==> config.mk <==
export PLATFORM = sky130hd
export DESIGN_NAME = rcs_op_sequencer
export DESIGN_NICKNAME = d
export VERILOG_FILES = /design/src/rtl/rcs_op_sequencer.sv
export SDC_FILE = /design/constraint.sdc
export NUM_CORES = 1
export LEC_CHECK = 0
export CORE_ASPECT_RATIO = 0.8
export CORE_MARGIN = 1.5
export CORE_UTILIZATION = 42
export DETAILED_ROUTE_END_ITERATION = 7
export GPL_TIMING_DRIVEN = 0
export PLACE_DENSITY = 0.75
export RECOVER_POWER = 50
export SLEW_MARGIN = 20
export SYNTH_ARGS = -nofsm -noshare
export SYNTH_HDL_FRONTEND = slang
export SYNTH_SLANG_ARGS = --single-unit
==> constraint.sdc <==
create_clock -name clk -period 1.55 [get_ports clk]
set_input_delay 0.31 -clock clk [delete_from_list [all_inputs] [get_ports clk]]
set_output_delay 0.31 -clock clk [all_outputs]
set_load 0.005 [all_outputs]
==> src/rtl/rcs_op_sequencer.sv <==
// rcs_op_sequencer: registered operand/result sequencer around a four-bit ripple-carry subtractor
module rcs_op_sequencer #(
  parameter int SETTLE_CYCLES = 1,
  parameter int CNT_W         = 8
) (
  input  logic             clk,
  input  logic             rst_n,
  input  logic             in_valid,
  output logic             in_ready,
  input  logic [3:0]       in_a,
  input  logic [3:0]       in_b,
  output logic [3:0]       rcs_a,
  output logic [3:0]       rcs_b,
  input  logic [3:0]       rcs_s,
  input  logic             rcs_cout,
  output logic             out_valid,
  input  logic             out_ready,
  output logic [3:0]       out_diff,
  output logic             out_borrow,
  output logic             out_zero,
  input  logic             cnt_clr,
  output logic [CNT_W-1:0] op_count,
  output logic [CNT_W-1:0] borrow_count
);
  typedef enum logic [1:0] {IDLE, SETTLE, DONE} state_t;
  localparam logic [3:0] SETTLE_LD = 4'(SETTLE_CYCLES);
  state_t           state_q, state_d;
  logic [3:0]       cnt_q, cnt_d;
  logic [3:0]       a_q, a_d, b_q, b_d;
  logic [3:0]       diff_q, diff_d;
  logic             borrow_q, borrow_d, zero_q, zero_d;
  logic [CNT_W-1:0] op_q, op_d, brw_q, brw_d;
  logic             accept, capture, handshake;
  assign in_ready     = (state_q == IDLE) || (state_q == DONE && out_ready);
  assign accept       = in_valid && in_ready;
  assign capture      = state_q == SETTLE && cnt_q == 4'd1;
  assign handshake    = state_q == DONE && out_ready;
  assign out_valid    = state_q == DONE;
  assign rcs_a        = a_q;
  assign rcs_b        = b_q;
  assign out_diff     = diff_q;
  assign out_borrow   = borrow_q;
  assign out_zero     = zero_q;
  assign op_count     = op_q;
  assign borrow_count = brw_q;
  // Next state, operand latch on accept, result capture at end of settle
  always_comb begin
    state_d  = state_q;
    cnt_d    = cnt_q;
    a_d      = a_q;
    b_d      = b_q;
    diff_d   = diff_q;
    borrow_d = borrow_q;
    zero_d   = zero_q;
    case (state_q)
      IDLE:    state_d = in_valid ? SETTLE : IDLE;
      SETTLE: begin
        cnt_d   = cnt_q - 4'd1;
        state_d = capture ? DONE : SETTLE;
      end
      DONE:    state_d = !out_ready ? DONE : in_valid ? SETTLE : IDLE;
      default: state_d = IDLE;
    endcase
    if (accept) begin
      a_d   = in_a;
      b_d   = in_b;
      cnt_d = SETTLE_LD;
    end
    if (capture) begin
      diff_d   = rcs_s;
      borrow_d = ~rcs_cout;
      zero_d   = rcs_s == 4'd0;
    end
  end
  // Saturating status counters; clear beats a same-cycle increment
  always_comb begin
    op_d  = cnt_clr ? '0 : (handshake && !(&op_q)) ? op_q + CNT_W'(1) : op_q;
    brw_d = cnt_clr ? '0 : (handshake && borrow_q && !(&brw_q)) ? brw_q + CNT_W'(1) : brw_q;
  end
  // State and datapath registers, cleared asynchronously to abort any pending operation
  always_ff @(posedge clk or negedge rst_n) begin
    if (!rst_n) begin
      state_q  <= IDLE;
      cnt_q    <= '0;
      a_q      <= '0;
      b_q      <= '0;
      diff_q   <= '0;
      borrow_q <= 1'b0;
      zero_q   <= 1'b0;
      op_q     <= '0;
      brw_q    <= '0;
    end else begin
      state_q  <= state_d;
      cnt_q    <= cnt_d;
      a_q      <= a_d;
      b_q      <= b_d;
      diff_q   <= diff_d;
      borrow_q <= borrow_d;
      zero_q   <= zero_d;
      op_q     <= op_d;
      brw_q    <= brw_d;
    end
  end
endmodule

==> flow_metrics.tcl <==
set metrics [dict create \
    fin_crit_ps 1572 \
    seqCellArea_um2 907.1 \
    final_cell_mix "clkdlybuf4s50_1, dfrtp_1, buf_4" \
    setup_ws_ps -22.16 \
    tightest_slew_ps 982.1 \
    mappedNetlistNets 176 \
    status "finished, violations left" \
    hold_class "flop to flop" \
    die_area_mm2 0.004420 \
    nets 257 \
    grt_use_total_pct 19.03 \
    cp.required_ps 1780 \
    vias 1491 \
    crit_buf_inv 0 \
    fp.dieW_um 73.96 \
    drt-wirelength-per-cell_um 14.02 \
    cts_max_path_buffers 2 \
    n_antenna_cell 0 \
    drive_gt1_share_pct 28.39 \
    synth_area_leaders "dfrtp_1, mux2_2, nor2_1, ha_1, a21oi_1" \
    die_y_um 59.77 \
    vias_per_cell 5.124 \
    reg2reg_depth 5 \
    finish.utilization_pct 68.69 \
    coreArea_mm2 0.003829 \
    ys_types 36 \
    startpoint_type "flop" \
    worstPathArrival_ps 1800 \
    maxCapViolCount 0 \
    hpwlAfterDp_um 2707 \
    grt_antenna_before_repair 0 \
    rows 20 \
    finalCritPeriodShare_pct 101.4 \
    power_density_mw_per_mm2 1272 \
    skew_ps 5.592 \
    wl_met1_um 1755 \
    setup_viol 1 \
    syn_area_mm2 0.001692 \
    violations "setup timing" \
    gp_congestion 0.9228 \
    cts_buffers 5 \
    post-place-ws_ps -539.4 \
    num_io_pins 50 \
    port-buffer-count 49 \
    max_clock_freq_mhz 636.1 \
    cts_root_buf "clkbuf_8" \
    critPathKind "flop to flop" \
    critical_path_cell_count 5 \
    finalSetupTns_ps -22.16 \
    grt_max_degree 22 \
    power_uw 3346 \
    htree_num_levels 2 \
    met2_wirelength_um 2106 \
    yosysSeqAreaShare_pct 53.25 \
    clk_latency_ps 290 \
    crit_chain "ha_2, nand3_4, or3_4, a31oi_1, o21a_1" \
    first_pass_iters 4 \
    relSlewSlack_pct 34.53 \
    route.detailed.drc 0 \
    grt_pass1_vias 1392 \
    power.leakage_uw 0.001168 \
    final_hold_viol_count 0 \
    final_common_cell "clkdlybuf4s50_1" \
    areaGrowthSynthToFinish_pct 55.47 \
    routed.top_layer "met4" \
    hold_depth 2 \
    cp-end-kind "flop" \
    max-vdd-ir-drop_v 0.0007567 \
    fillCellCount 301 \
    grt_first_pass_wirelength_um 6292 \
    crit_slowest_cell "dfrtp_1" \
    initial_core_util_pct 44.18 \
    synthCells 154 \
    wl_met3_um 181 \
    grt_overflow 0 \
    max_stage_delay_ps 410 \
    wirelength_um 4081 \
    maxSlewViolCount 0 \
    crit_fanout 6 \
    synth-seq-cells 36 \
    crit_family "simple AND/OR/NAND/NOR gates" \
    yosysTopAreaCellShare_pct 53.25 \
    rsz0062_at_grt "yes" \
    yosys.area.top_type "dfrtp_1" \
    ys_warn_count 0 \
    cts.sinks 36 \
    cts_tree "done" \
    multi_input_area_um2 829.5 \
    clkTransAtPathRegs_ps 70 \
    initialDrtViolationCount 78 \
    ant_nets 0 \
    avgSynthCellArea_um2 10.98 \
]
[layout make-up]
class	count	share of cell area, %
multi-input cells	110	31.54
clock buffers	8	3.425
flip-flops and latches	36	34.49
inverters	5	0.7136
well taps	55	2.617
plain buffers	3	0.7612
repair buffers	74	26.45
[where the power goes]
part           switching [µW]  total, µW  leakage, µW  internal [µW]
clock network             309        671    0.0000455            362
registers                 174       1380     0.000457           1200
logic                     506       1300     0.000665            792
[path summary, 6_finish.rpt]
kind / from / end / slack [ps]
max in group asynchronous: rst_n / state_q[1] / 220
min in group asynchronous: rst_n / cnt_q[0] / 700
min reg2reg: out_zero / out_zero / 490
max reg2reg: op_count[1] / op_count[5] / -20
min: out_zero / out_zero / 490
max: op_count[1] / op_count[5] / -20
[per-layer routing]
metal  GRT usage, %  vias up
li1               -      713
met1          22.86      728
met2          32.65       43
met3          6.577        7
met4          5.026        0
met5              0        -
[what timing repair did]
item / 4_1_cts / 5_1_grt
hold buffers: 1 / 0
pin swaps: 1 / 1
endpoints found under the setup margin: 25 / 30
buffers inserted: 5 / 18
gates resized for setup: 20 / 15
endpoints found under the hold margin: 15 / 0
[Yosys cell counts, drive strengths merged]
cell,count
ha,4
nor4,1
and3,3
dfrtp,36
and4b,1
a31oi,2
a21oi,9
o31ai,1
a311oi,1
buf,2
xor2,5
nand4,5
and3b,1
nand3b,1
mux2i,3
nand2b,3
mux2,12
o21ai,7
nand3,5
nor2,16
xnor2,2
o211ai,2
o21bai,1
a211oi,2
nor3,5
o2bb2ai,1
nor2b,3
or4,1
nand2,8
inv,5
or3,4
o21a,1
clkbuf,1
[registers in the layout (all words and copies together), names as in the netlist]
signal and cells:
borrow_count 8, op_count 8, cnt_q 4, out_diff 4, rcs_a 4, rcs_b 4
state_q 2, out_borrow 1, out_zero 1
[logic make-up (layout without fill, tap and decap cells)]
group / Yosys count / after routing / share of synthesized area [%]
XOR/XNOR: 7 / 7 / 3.624
AO/OA/AOI/OAI: 27 / 27 / 10.73
AND/OR/NAND/NOR: 57 / 57 / 17.75
flip-flops: 36 / 36 / 53.25
multiplexers: 15 / 15 / 9.763
buffers and inverters: 8 / 90 / 1.923
adder cells (fa/ha/maj): 4 / 4 / 2.959
[stage by stage]
stage          hold WS [ps]  area, µm²  cells
5_1_grt               524.0       2630    291
2_1_floorplan         14.41       1692    154
6_report              493.0       2630    291
3_5_place_dp          257.5       2273    259
3_3_place_gp          465.1       2251    258
4_1_cts               479.6       2457    273
[worst reg2reg max path, delay by kind of cell (launching register included)]
family	cells	cell delay, ps
compound gates	2	330
flops	1	410
simple gates	2	520
fa+ha+maj	1	260
No activity file was read; power rests on OpenSTA's default activity.
